--- src/rtl/booth_r4_mult_seq.sv ---
// rtl/booth_r4_mult_seq.sv - Sequential radix-4 Booth multiplier with start/busy/done handshake
//
// Purpose: multiplies two WIDTH-bit operands (signed or unsigned, chosen per
// operation) by retiring one radix-4 Booth digit per clock. One multiply in
// flight at a time.
//
// Ports:
//   clk          in   1        clock, rising edge
//   rst          in   1        asynchronous active-low reset
//   start        in   1        request, sampled only in IDLE or DONE
//   signed_mode  in   1        1 = two's-complement operands, 0 = unsigned
//   mcand        in   WIDTH    multiplicand, sampled with start
//   mplier       in   WIDTH    multiplier, sampled with start
//   busy         out  1        high while the multiply is running
//   done         out  1        one-cycle pulse, product valid
//   product      out  2*WIDTH  result, held until the next done

module booth_r4_mult_seq #(
  parameter int WIDTH = 8
) (
  input  logic                 clk,
  input  logic                 rst,
  input  logic                 start,
  input  logic                 signed_mode,
  input  logic [WIDTH-1:0]     mcand,
  input  logic [WIDTH-1:0]     mplier,
  output logic                 busy,
  output logic                 done,
  output logic [2*WIDTH-1:0]   product
);

  if (((WIDTH % 2) != 0) || (WIDTH < 4)) begin : g_width_check
    $error("booth_r4_mult_seq: WIDTH must be even and >= 4");
  end

  localparam int ITER = WIDTH / 2 + 1;
  localparam int AW   = WIDTH + 3;          // accumulator width
  localparam int MW   = WIDTH + 2;          // extended multiplier width
  localparam int CW   = $clog2(ITER + 1);   // step counter width

  typedef enum logic [1:0] {
    S_IDLE = 2'd0,
    S_RUN  = 2'd1,
    S_DONE = 2'd2
  } state_t;

  state_t               state_q;
  logic [AW-1:0]        acc_q;
  logic [MW-1:0]        mp_q;
  logic                 guard_q;
  logic [WIDTH:0]       m_q;
  logic [CW-1:0]        cnt_q;
  logic                 busy_q;
  logic                 done_q;
  logic [2*WIDTH-1:0]   prod_q;

  logic [AW-1:0]        acc_d;
  logic [MW-1:0]        mp_d;
  logic                 guard_d;

  // Load-time extension bits: sign bits in signed mode, zeros otherwise.
  logic                 s_mc;
  logic                 s_mp;
  assign s_mc = signed_mode & mcand[WIDTH-1];
  assign s_mp = signed_mode & mplier[WIDTH-1];

  // One Booth step: recode the triplet, add/subtract M or 2M, then
  // arithmetic-shift the whole {acc, mplier, guard} chain right by two.
  logic [2:0]           trip;
  logic [AW-1:0]        m_ext;
  logic [AW-1:0]        m2_ext;
  logic [AW-1:0]        addend;
  logic                 sub;
  logic [AW-1:0]        sum;
  logic [AW+MW:0]       shifted;

  assign trip   = {mp_q[1:0], guard_q};
  assign m_ext  = {{2{m_q[WIDTH]}}, m_q};
  assign m2_ext = {m_q[WIDTH], m_q, 1'b0};

  always_comb begin
    addend = '0;
    sub    = 1'b0;
    case (trip)
      3'b001, 3'b010: addend = m_ext;
      3'b011:         addend = m2_ext;
      3'b100: begin
        addend = m2_ext;
        sub    = 1'b1;
      end
      3'b101, 3'b110: begin
        addend = m_ext;
        sub    = 1'b1;
      end
      default:        addend = '0;
    endcase
    sum     = sub ? (acc_q - addend) : (acc_q + addend);
    // The bit leaving the multiplier at position 1 becomes the new guard.
    shifted = {{2{sum[AW-1]}}, sum, mp_q[MW-1:1]};
  end

  assign acc_d   = shifted[AW+MW -: AW];
  assign mp_d    = shifted[MW:1];
  assign guard_d = shifted[0];

  always_ff @(posedge clk or negedge rst) begin
    if (!rst) begin
      state_q <= S_IDLE;
      acc_q   <= '0;
      mp_q    <= '0;
      guard_q <= 1'b0;
      m_q     <= '0;
      cnt_q   <= '0;
      busy_q  <= 1'b0;
      done_q  <= 1'b0;
      prod_q  <= '0;
    end else begin
      case (state_q)
        S_IDLE: begin
          if (start) begin
            acc_q   <= '0;
            mp_q    <= {{2{s_mp}}, mplier};
            guard_q <= 1'b0;
            m_q     <= {s_mc, mcand};
            cnt_q   <= CW'(ITER);
            busy_q  <= 1'b1;
            state_q <= S_RUN;
          end
        end
        S_RUN: begin
          if (cnt_q != '0) begin
            acc_q   <= acc_d;
            mp_q    <= mp_d;
            guard_q <= guard_d;
            cnt_q   <= cnt_q - CW'(1);
          end else begin
            // All digits retired: the low 2*WIDTH bits of {acc, mplier}
            // hold the exact product for both modes.
            prod_q  <= {acc_q[WIDTH-3:0], mp_q};
            busy_q  <= 1'b0;
            done_q  <= 1'b1;
            state_q <= S_DONE;
          end
        end
        S_DONE: begin
          done_q <= 1'b0;
          if (start) begin
            acc_q   <= '0;
            mp_q    <= {{2{s_mp}}, mplier};
            guard_q <= 1'b0;
            m_q     <= {s_mc, mcand};
            cnt_q   <= CW'(ITER);
            busy_q  <= 1'b1;
            state_q <= S_RUN;
          end else begin
            state_q <= S_IDLE;
          end
        end
        default: begin
          busy_q  <= 1'b0;
          done_q  <= 1'b0;
          state_q <= S_IDLE;
        end
      endcase
    end
  end

  assign busy    = busy_q;
  assign done    = done_q;
  assign product = prod_q;

endmodule

--- config.mk ---
export PLATFORM = sky130hd
export DESIGN_NAME = booth_r4_mult_seq
export DESIGN_NICKNAME = d
export VERILOG_FILES = /design/src/rtl/booth_r4_mult_seq.sv
export SDC_FILE = /design/constraint.sdc
export NUM_CORES = 1
export LEC_CHECK = 0
export CELL_PAD_IN_SITES_DETAIL_PLACEMENT = 2
export CELL_PAD_IN_SITES_GLOBAL_PLACEMENT = 2
export CORE_MARGIN = 1.5
export CORE_UTILIZATION = 30
export DETAILED_ROUTE_END_ITERATION = 8
export PLACE_DENSITY = 0.76
export SETUP_SLACK_MARGIN = 0.4
export SLEW_MARGIN = 20
export SYNTH_ARGS = -nofsm -noshare
export SYNTH_HDL_FRONTEND = slang
export SYNTH_SLANG_ARGS = --single-unit
--- constraint.sdc ---
create_clock -name clk -period 11.02 [get_ports clk]
set_input_delay 3.306 -clock clk [delete_from_list [all_inputs] [get_ports clk]]
set_output_delay 3.306 -clock clk [all_outputs]
set_load 0.01 [all_outputs]
* After elaboration in Yosys (flattened, before gate mapping)
Cells that the tools add are included.
** Word-level totals
- Bits in registers :: 54
- Output and inout bits :: 18
- Bits of input ports :: 20
- Logic and storage cells :: 65
** Cells by class
- Bitwise logic cells :: 4
- Mux-type cells :: 24
- Reductions and logical operators :: 13
- Add/subtract/negate cells :: 3
- Equality and inequality tests :: 12
** Operators with widths (number)
- case mux 11 bit (2 select lines) :: 2
- two-way mux 11 bit :: 3
- two-way mux 10 bit :: 2
- case mux 10 bit (2 select lines) :: 1
- adder 11 bit :: 1
- subtractor 11 bit :: 1
- AND reduction 2 bit :: 5
- == test 3 bit (second input constant) :: 3
- two-way mux 1 bit :: 7
- == test 3 x 2 -> 1 bit (second input constant) :: 2
- two-way mux 3 bit :: 2
- inequality test 2 bit (second input constant) :: 3
- case mux 1 bit (2 select lines) :: 3
- case mux 2 bit (3 select lines) :: 1
- case mux 3 bit (2 select lines) :: 1
- two-way mux 2 bit :: 2
- OR reduction 2 bit :: 2
- OR reduction 4 bit :: 1
- == test 3 x 1 -> 1 bit (second input constant) :: 1
- AND reduction 3 bit :: 1
- nonzero test 3 bit :: 1
- OR reduction 3 bit :: 1
- subtractor 3 x 1 -> 3 bit (second input constant) :: 1
- AND 1 bit :: 2
- 6 further kinds :: 7

* Depth between registers and ports, before layout
Gate-level depths: netlist (run 1).
- Depth in word-level cells :: 7
- Gate-level depth with buffers :: 16
- Mapped depth without buffers :: 15

* Worst setup path before layout (run 1)
No wires, ideal clock.
- Path kind :: input -> register
- From :: input port start
- To :: register m_q[0]
- Library setup time :: 0.125 ns
- Data arrival time :: 4.065 ns
- Slack :: 6.830 ns
- Path buffers :: 1
- Cell stages on the path :: 3
- Required time :: 10.895 ns
- Cell sequence :: nand2b_1 clkbuf_1 mux2_2
** On the way
- Word-level cells in the longest chain between the ends :: 1
** Ends and longest elaborated chain
- start: declaration :: line 23 : input logic start,
- AND reduction 2 bit (no source line)
- end signal: assignment :: line 124 : m_q <= {s_mc, mcand};
- end signal: assignment :: line 151 : m_q <= {s_mc, mcand};
- end: declaration :: line 51 : logic [WIDTH:0] m_q;
Every way passes these cells.
A chain may end at the register's enable or synchronous reset.

* Final worst setup path (run 1)
- From :: input port start
- To :: register mp_q[0]
** On the way
- Word-level cells in the longest chain between the ends :: 2
** Ends and longest elaborated chain
- inequality test 2 x 1 -> 1 bit (no source line)
- AND reduction 3 bit (no source line)
- end signal: assignment :: line 122 : mp_q <= {{2{s_mp}}, mplier};
- end signal: assignment :: line 133 : mp_q <= mp_d;
- end signal: assignment :: line 149 : mp_q <= {{2{s_mp}}, mplier};
- end: declaration :: line 49 : logic [MW-1:0] mp_q;
Every way passes these cells.

==> metrics.cfg, run 1 <==
[synthesis]
synth_common_cells=dfrtp_1, o21ai_0, nand2_1
yosys.cell_types.count=47
ys_seq_elements=52
netlist.area_leader.share_pct=42.6
synth_top_family_by_area=compound AO/OA/AOI/OAI gates
syn_area_per_cell_um2=9.67
synth_edf_count=0
netlist_area_um2=3060
synthMostInstantiatedCell=dfrtp_1
yosys_most_used_dff=dfrtp_1
synth-seq-area-share_pct=42.6
synth_xor_area_share_pct=2.29
ys.warnings.count=0
syn-num-nets=354
synth.area.mux_share_pct=13.7
async_flop_share_pct=100
synth_cells=316
synth-compound-area-share_pct=17.8
yosys.area_share.simple_pct=12.0
synthAdderAreaFrac_pct=7.61
synthTopCellsByArea=dfrtp_1, mux2_2, ha_1
synth_area_leader_cell=dfrtp_1

[cells_and_area]
n_fill_cell=1125
multiInputGateArea_um2=1630
seqCellArea_um2=1300
synthToLayoutAreaGrowth_pct=18.6
nets=383
antenna_cells=0
drive_above_1_share_pct=11.3

[sta]
setup_viol=0
rsz0062_at_grt=false
final_max_slew_viol_count=0
finClkSkew_ns=0.00703
setup_ws_ns=6.16
final_hold_viol_count=0
timing.final.crit_share_pct=44.1
layout_min_cycle_time_ns=4.86
relSlewSlack_pct=48.8
setup_tns_ns=0
worst_pin_slew_ns=0.768
fmax_ghz=0.206

[floorplan]
ios=38
die_x_um=104
die_h_um=104
coreArea_um2=9820
rows=36
initial_core_util_pct=31.1
dieArea_um2=10800

[critical_path]
critPathLaunchType=primary input
cp_cell_sequence=clkdlybuf4s50_1 > nand2b_1 > buf_4 > and2_1 > o21ai_0
cp.required_ns=11.18
slowest_stage=and2_1
cp.buffers_inverters=2
arrival_ns=5.02
max_stage_delay_ns=0.68
crit_family=simple AND/OR/NAND/NOR gates
cp_max_fo=25
path_class=in2reg
end_kind=flip-flop

[grt]
grt.total_usage_pct=15.5
grt_max_degree=53
grt_pass1_wl_mm=13.5
antenna_found_initial=0
first_global_vias=2656
globalRouteOverflowTotal=0

[place]
gp_congestion=0.753
numPortBuffers=37
dp_hpwl_mm=5.82
dp_slack_ns=5.76

[min_path]
hold_path_class=reg2reg

[run]
cap_violations=0

[route]
wl_per_cell_um=16.6
vias=2483
remaining_drc_errors=0
firstDrtPassIters=6
routed_wl_mm=7.94
ant_nets=0
via_per_inst=5.18
first_iter_violations=58

[clock_tree]
path_clk_slew_ns=0.10
clock_sinks=52
clk_latency_ns=0.31
cts_buffer_depth=2
htreeDepth=2
cts_tree=built
postCtsSetupBuffers=0
cts_inserted_buffers=5
ctsHoldBuffers=0
root_buffer=clkbuf_8
ctsResizeCount=0

[status]
status=finished, final reports clean

==> layout by cell type (no fill, tap or decap), types with 5 or more instances in the layout <==
cell / Yosys / layout
dfrtp_1: 52 / 52
o21ai_0: 37 / 37
clkdlybuf4s50_1: 0 / 36
nand2_1: 33 / 33
mux2_2: 26 / 26
ha_1: 17 / 17
nor2_1: 15 / 15
a21oi_1: 12 / 12
inv_1: 11 / 11
mux2i_1: 11 / 11
nand3_1: 10 / 10
nor3_1: 7 / 7
a22oi_1: 7 / 7
clkbuf_8: 0 / 5
==> layout make-up <==
cell class	count	area share, %
clock buffer	6	2.00
clock inverter	2	0.449
inverter	11	1.14
multi-input combinational	234	45.0
sequential	52	35.9
tap	133	4.59
timing repair buffer	41	10.9
==> state kept, by name, summed over array words and instances, names as in the netlist <==
signal	cells
guard_q	1
mp_q	10
busy	1
done	1
acc_q	9
product	16
cnt_q	3
state_q	2
m_q	9
==> per-layer routing <==
metal	track usage (%)	part of all wire, %	vias up
met3	2.26	1.6	4
met5	0	0	-
met2	27.4	51	21
li1	-	-	1197
met1	19.9	47	1261
met4	3.57	0.93	0
==> stage by stage <==
step                area [µm²]  cells  utilization [%]  hold WS (ns)
floorplan                 3060    316                -         0.434
global placement          3540    471             36.0         0.447
detailed placement        3540    471             36.0         0.452
CTS                       3630    479             36.9         0.474
global route              3630    479             36.9         0.499
finish                    3630    479             36.9         0.471
==> worst paths after layout <==
kind | startpoint | to | slack [ns] | depth (start not counted)
worst max-delay path | start | mp_q[0]$_DFFE_PN0P_ | 6.16 | 5
worst min-delay path | state_q[1]$_DFFE_PN0P_ | done$_DFFE_PN0P_ | 0.47 | 1
worst max register to register | mp_q[0]$_DFFE_PN0P_ | acc_q[9]$_DFFE_PN0P_ | 7.01 | 13
worst min register to register | state_q[1]$_DFFE_PN0P_ | done$_DFFE_PN0P_ | 0.47 | 1
max in group asynchronous | rst | m_q[3]$_DFFE_PN0P_ | 7.48 | 2
min in group asynchronous | rst | product[6]$_DFFE_PN0P_ | 3.10 | 2
==> cell families after synthesis <==
logic type | after synthesis
XOR/XNOR | 8
adder cells (fa/ha/maj) | 18
multiplexers | 38
AO/OA/AOI/OAI | 89
buffers and inverters | 30
AND/OR/NAND/NOR | 81
flip-flops | 52
==> worst register-to-register path, delay by kind of cell, from the launching register on <==
family | cells | cell delay [ns]
fa+ha+maj | 3 | 1.30
compound gates | 5 | 1.15
simple gates | 2 | 0.51
flops | 1 | 0.46
xor+xnor | 2 | 0.37
buf+inv | 1 | 0.10
Power of run 1 is left out: the tool's default activity adds up to more than one toggle a clock period on the data nets, which glitch-free logic cannot reach.
==> run 2: changes to the inputs <==
--- a/config.mk
+++ b/config.mk
@@ -10,7 +10,7 @@
 export CORE_MARGIN = 1.5
 export CORE_UTILIZATION = 30
 export DETAILED_ROUTE_END_ITERATION = 8
-export PLACE_DENSITY = 0.76
+export PLACE_DENSITY = 0.78
 export SETUP_SLACK_MARGIN = 0.4
 export SLEW_MARGIN = 20
 export SYNTH_ARGS = -nofsm -noshare
==> constraint.sdc (replaced) <==
create_clock -name clk -period 4.18 [get_ports clk]
set_input_delay 1.254 -clock clk [delete_from_list [all_inputs] [get_ports clk]]
set_output_delay 1.254 -clock clk [all_outputs]
set_load 0.01 [all_outputs]
==> run 2 against run 1 <==
  * Global-route usage rose by 0.46 points
  * Sequential share of layout area fell by 0.88 points
  * Worst hold slack improved by 0.016 ns
  * Routed wire length up 8.1%
  * Die area did not move
  * Worst setup slack got worse by 5.6 ns
  * Critical path depth up 8
  * Register-to-register slack got worse by 6.5 ns
  * Critical endpoint is now acc_q[7]$_DFFE_PN0P_
  * Highest routed layer unchanged
==> metrics.cfg, run 2 (synthesis gave the netlist of run 1 again) <==
[floorplan]
dieArea_um2=10800  ; unchanged
die_h_um=104  ; unchanged
ios=38  ; unchanged
coreArea_um2=9820  ; unchanged
initial_core_util_pct=31.1  ; unchanged
die_x_um=104  ; unchanged
rows=36  ; unchanged

[grt]
grt.total_usage_pct=15.9  ; was 15.5%
antenna_found_initial=0  ; unchanged
grt_max_degree=33  ; was 53
globalRouteOverflowTotal=0  ; unchanged
grt_pass1_wl_mm=14.1  ; was 13.5 mm
first_global_vias=2750  ; was 2656

[clock_tree]
path_clk_slew_ns=0.11  ; was 0.10 ns
htreeDepth=2  ; unchanged
cts_tree=built  ; unchanged
root_buffer=clkbuf_8  ; unchanged
cts_inserted_buffers=5  ; unchanged
clock_sinks=52  ; unchanged
clk_latency_ns=0.31  ; about the same
cts_buffer_depth=2  ; unchanged

[sta]
final_max_slew_viol_count=0  ; unchanged
rsz0062_at_grt=false  ; unchanged
worst_pin_slew_ns=0.712  ; was 0.768 ns
fmax_ghz=0.275
timing.final.crit_share_pct=87.1
setup_tns_ns=0  ; unchanged
layout_min_cycle_time_ns=3.64
relSlewSlack_pct=52.5  ; was 48.8%
finClkSkew_ns=0.00657  ; was 0.00703 ns
final_hold_viol_count=0  ; unchanged
setup_viol=0  ; unchanged

[critical_path]
path_class=reg2reg  ; was in2reg
cp_max_fo=13  ; was 25
cp_common_cell=ha_1
arrival_ns=3.85  ; was 5.02 ns
cp.buffers_inverters=1  ; was 2
max_stage_delay_ns=0.42  ; was 0.68 ns
cp.required_ns=4.39  ; was 11.18 ns
slowest_stage=dfrtp_1  ; was and2_1
critPathLaunchType=flip-flop  ; was primary input
cp_cell_sequence=inv_1 > ha_1 > mux2_4 > a22oi_2 > ha_2 > a21oi_2 > ha_1 > nor2b_1 > o211ai_1 > a31oi_2 > o211a_1 > or3_1 > a32o_1  ; was clkdlybuf4s50_1 > nand2b_1 > buf_4 > and2_1 > o21ai_0
crit_family=compound AO/OA/AOI/OAI gates  ; was simple AND/OR/NAND/NOR gates
end_kind=flip-flop  ; unchanged

[min_path]
hold_path_class=reg2reg  ; unchanged

[place]
gp_congestion=0.813  ; was 0.753
dp_hpwl_mm=6.19  ; was 5.82 mm
numPortBuffers=37  ; unchanged

[cells_and_area]
drive_above_1_share_pct=14.9  ; was 11.3%
largest_reg_flops=16  ; unchanged
synthToLayoutAreaGrowth_pct=21.6  ; was 18.6%
seqCellArea_um2=1300  ; unchanged
final_common_cell=dfrtp_1  ; unchanged
antenna_cells=0  ; unchanged
multiInputGateArea_um2=1660  ; was 1630 µm²
final_cell_mix=dfrtp_1, o21ai_0, clkdlybuf4s50_1, nand2_1, mux2_2  ; unchanged
n_fill_cell=1109  ; was 1125
nets=392  ; was 383

[route]
ant_nets=0  ; unchanged
via_per_inst=5.21  ; was 5.18
first_iter_violations=91  ; was 58
routed_wl_mm=8.58  ; was 7.94 mm
vias=2543  ; was 2483
remaining_drc_errors=0  ; unchanged
firstDrtPassIters=4  ; was 6
wl_per_cell_um=17.6  ; was 16.6 µm

[run]
cap_violations=0  ; unchanged

[status]
status=finished, final reports clean  ; unchanged

==> run 2: cell count changes in the layout (fill, tap and decap cells not counted) <==
cell,before,now
ha_2,0,1
a21oi_2,0,1
a22oi_2,0,1
a31oi_2,0,1
o21ai_1,4,5
buf_4,4,13
a31oi_1,4,3
a21oi_1,12,11
ha_1,17,16
o21ai_0,37,36
a311oi_2,0,1
a311oi_1,1,0
a22oi_1,7,6
==> run 2: metal layers <==
| metal | global-route usage [%] | vias to the layer above | share of wire, % |
|---|---|---|---|
| met5 | 0 | - | 0 |
| met4 | 3.97 | 0 | 1.1 |
| met3 | 2.38 | 6 | 1.3 |
| met2 | 28.1 | 23 | 52 |
| met1 | 20.4 | 1301 | 45 |
| li1 | - | 1213 | - |
==> run 2: timing repair <==
action	4_1_cts	5_1_grt
hold buffers	0	0
buffers inserted	0	6
gates resized for setup	0	6
setup endpoints to repair	0	3
==> run 2: area by class of cell <==
class | count | area share, %
inverter | 11 | 1.11
tap | 133 | 4.48
timing repair buffer | 50 | 12.5
clock inverter | 2 | 0.438
multi-input combinational | 234 | 44.6
sequential | 52 | 35.0
clock buffer | 6 | 1.95
==> run 2: final timing paths <==
check                                  startpoint                     end  slack (ns)  depth (start not counted)
max                           mp_q[0]$_DFFE_PN0P_    acc_q[7]$_DFFE_PN0P_        0.54                         13
min reg2reg                state_q[1]$_DFFE_PN0P_        done$_DFFE_PN0P_        0.49                          1
min                        state_q[1]$_DFFE_PN0P_        done$_DFFE_PN0P_        0.49                          1
min in group asynchronous                     rst  product[6]$_DFFE_PN0P_        0.98                          1
max in group asynchronous                     rst      m_q[4]$_DFFE_PN0P_        2.44                          2
max reg2reg                   mp_q[0]$_DFFE_PN0P_    acc_q[7]$_DFFE_PN0P_        0.54                         13
==> run 2: stage by stage <==
| step | instances | utilization, % | area (µm²) | setup WS (ns) | hold WS [ns] |
|---|---|---|---|---|---|
| 2_1_floorplan | 316 | - | 3060 | 0.707 | 0.434 |
| 3_3_place_gp | 474 | 36.3 | 3560 | 0.644 | 0.444 |
| 3_5_place_dp | 474 | 36.3 | 3560 | 0.467 | 0.465 |
| 4_1_cts | 482 | 37.2 | 3650 | 0.407 | 0.482 |
| 5_1_grt | 488 | 37.9 | 3720 | 0.347 | 0.504 |
| 6_report | 488 | 37.9 | 3720 | 0.538 | 0.486 |
Power of run 2 is left out for the same reason.
==> run 3: changes to the inputs <==
--- a/config.mk
+++ b/config.mk
@@ -11,6 +11,7 @@
 export CORE_UTILIZATION = 30
 export DETAILED_ROUTE_END_ITERATION = 8
 export PLACE_DENSITY = 0.78
+export REMOVE_ABC_BUFFERS = 1
 export SETUP_SLACK_MARGIN = 0.4
 export SLEW_MARGIN = 20
 export SYNTH_ARGS = -nofsm -noshare
==> run 3 against run 2 <==
  * Design area increased by 0.30%
  * Worst setup slack got worse by 0.018 ns
  * Sequential share of layout area decreased by 0.11 points
  * Largest cell class unchanged
  * Critical endpoint is now acc_q[9]$_DFFE_PN0P_
  * Critical path depth increased by 1
  * Die area unchanged
==> metrics.cfg, run 3 (synthesis gave the netlist of run 1 again) <==
[status]
status=finished, final reports clean  ; unchanged

[critical_path]
cp.required_ns=4.35  ; was 4.39 ns
crit_family=compound AO/OA/AOI/OAI gates  ; unchanged
end_kind=flip-flop  ; unchanged
cp_common_cell=o21ai_1  ; was ha_1
cp_max_fo=12  ; was 13
slowest_stage=o31a_2  ; was dfrtp_1
path_class=reg2reg  ; unchanged
critPathLaunchType=flip-flop  ; unchanged
cp.buffers_inverters=1  ; unchanged
max_stage_delay_ns=0.46  ; was 0.42 ns
cp_cell_sequence=inv_1 > ha_1 > o31a_2 > nor3_1 > a21oi_1 > o21ai_1 > a22oi_1 > ha_1 > o21ai_1 > o21bai_1 > or3_1 > a311oi_2 > xor2_1 > o21ai_1  ; was inv_1 > ha_1 > mux2_4 > a22oi_2 > ha_2 > a21oi_2 > ha_1 > nor2b_1 > o211ai_1 > a31oi_2 > o211a_1 > or3_1 > a32o_1
arrival_ns=3.83  ; was 3.85 ns

[sta]
timing.final.crit_share_pct=87.6  ; was 87.1%
relSlewSlack_pct=41.2  ; was 52.5%
rsz0062_at_grt=true  ; was false
final_max_slew_viol_count=0  ; unchanged
setup_viol=0  ; unchanged
setup_tns_ns=0  ; unchanged
final_hold_viol_count=0  ; unchanged
layout_min_cycle_time_ns=3.66  ; was 3.64 ns
fmax_ghz=0.273  ; was 0.275 GHz
finClkSkew_ns=0.00557  ; was 0.00657 ns
worst_pin_slew_ns=0.882  ; was 0.712 ns

[route]
met1_length_mm=3.89  ; was 3.90 mm
via_per_inst=5.30  ; was 5.21
met3WireLength_um=186  ; was 115 µm
firstDrtPassIters=4  ; unchanged
top_layer=met4  ; unchanged
remaining_drc_errors=0  ; unchanged
dr_wl_met2_mm=4.44  ; was 4.48 mm
ant_nets=0  ; unchanged
vias=2564  ; was 2543
wl_per_cell_um=17.8  ; was 17.6 µm
first_iter_violations=57  ; was 91
routed_wl_mm=8.62  ; was 8.58 mm

[clock_tree]
clock_sinks=52  ; unchanged
cts_inserted_buffers=5  ; unchanged
root_buffer=clkbuf_8  ; unchanged
cts_tree=built  ; unchanged
ctsHoldBuffers=0  ; unchanged
cts_buffer_depth=2  ; unchanged
path_clk_slew_ns=0.10  ; was 0.11 ns
htreeDepth=2  ; unchanged
clk_latency_ns=0.31  ; about the same

[floorplan]
dieArea_um2=10800  ; unchanged
coreArea_um2=9820  ; unchanged
ios=38  ; unchanged
rows=36  ; unchanged
die_x_um=104  ; unchanged
die_h_um=104  ; unchanged
initial_core_util_pct=31.1  ; unchanged

[cells_and_area]
synthToLayoutAreaGrowth_pct=22.0  ; was 21.6%
multiInputGateArea_um2=1670  ; was 1660 µm²
drive_above_1_share_pct=15.1  ; was 14.9%
n_fill_cell=1101  ; was 1109
largest_reg_flops=16  ; unchanged
final_common_cell=dfrtp_1  ; unchanged
antenna_cells=0  ; unchanged
nets=388  ; was 392
final_cell_mix=dfrtp_1, clkdlybuf4s50_1, o21ai_0, nand2_1, mux2_2  ; was dfrtp_1, o21ai_0, clkdlybuf4s50_1, nand2_1, mux2_2
seqCellArea_um2=1300  ; unchanged

[grt]
grt.total_usage_pct=16.5  ; was 15.9%
grt_max_degree=37  ; was 33
grt_pass1_wl_mm=14.5  ; was 14.1 mm
globalRouteOverflowTotal=0  ; unchanged
antenna_found_initial=0  ; unchanged
first_global_vias=2887  ; was 2750

[min_path]
hold_path_class=reg2reg  ; unchanged

[place]
dp_hpwl_mm=6.03  ; was 6.19 mm
numPortBuffers=37  ; unchanged
gp_congestion=0.811  ; was 0.813

[run]
cap_violations=0  ; unchanged

[run 3: through the flow]
| step | setup WS (ns) | cell area (µm²) | utilization [%] | cells | hold slack, ns |
|---|---|---|---|---|---|
| 2_1_floorplan | 0.821 | 2980 | - | 297 | 0.434 |
| 3_3_place_gp | 0.623 | 3550 | 36.2 | 473 | 0.441 |
| 3_5_place_dp | 0.416 | 3550 | 36.2 | 473 | 0.489 |
| 4_1_cts | 0.384 | 3670 | 37.4 | 481 | 0.495 |
| 5_1_grt | 0.312 | 3730 | 38.0 | 484 | 0.507 |
| 6_report | 0.520 | 3730 | 38.0 | 484 | 0.494 |
[run 3: worst paths after layout]
kind                                         from                      end  slack (ns)  depth (start not counted)
max                           mp_q[0]$_DFFE_PN0P_     acc_q[9]$_DFFE_PN0P_        0.52                         14
min in group asynchronous                     rst  product[15]$_DFFE_PN0P_        1.05                          1
min reg2reg                state_q[1]$_DFFE_PN0P_         done$_DFFE_PN0P_        0.49                          1
min                        state_q[1]$_DFFE_PN0P_         done$_DFFE_PN0P_        0.49                          1
max in group asynchronous                     rst  product[14]$_DFFE_PN0P_        2.36                          2
max reg2reg                   mp_q[0]$_DFFE_PN0P_     acc_q[9]$_DFFE_PN0P_        0.52                         14
[run 3: layer usage]
metal | vias up | track usage (%)
li1 | 1199 | -
met1 | 1329 | 19.8
met2 | 28 | 30.9
met3 | 8 | 2.26
met4 | 0 | 3.97
met5 | - | 0
[run 3: worst reg2reg max path, delay by kind of cell, from the launching register on]
family	cells	cell delay [ns]
AOI/OAI and AO/OA	8	1.57
xor gates and xnor gates	1	0.17
adders and majority gates	2	0.66
buffers and inverters	1	0.10
DFF	1	0.39
and+or+nand+nor	2	0.63
[run 3: cell type report]
cell class	count	area share, %
Multi-Input combinational cell	234	44.7
Sequential cell	52	34.9
Timing Repair Buffer	46	11.6
Tap cell	133	4.46
Clock buffer	6	2.21
Inverter	11	1.11
Clock inverter	2	1.04
[run 3: what timing repair did]
action                                 4_1_cts  5_1_grt
setup endpoints to repair                    2        3
buffers inserted                             0        3
resized for setup                            3        8
endpoints found under the hold margin        0        0
pin swaps                                    0        3
Power of run 3 is left out for the same reason.
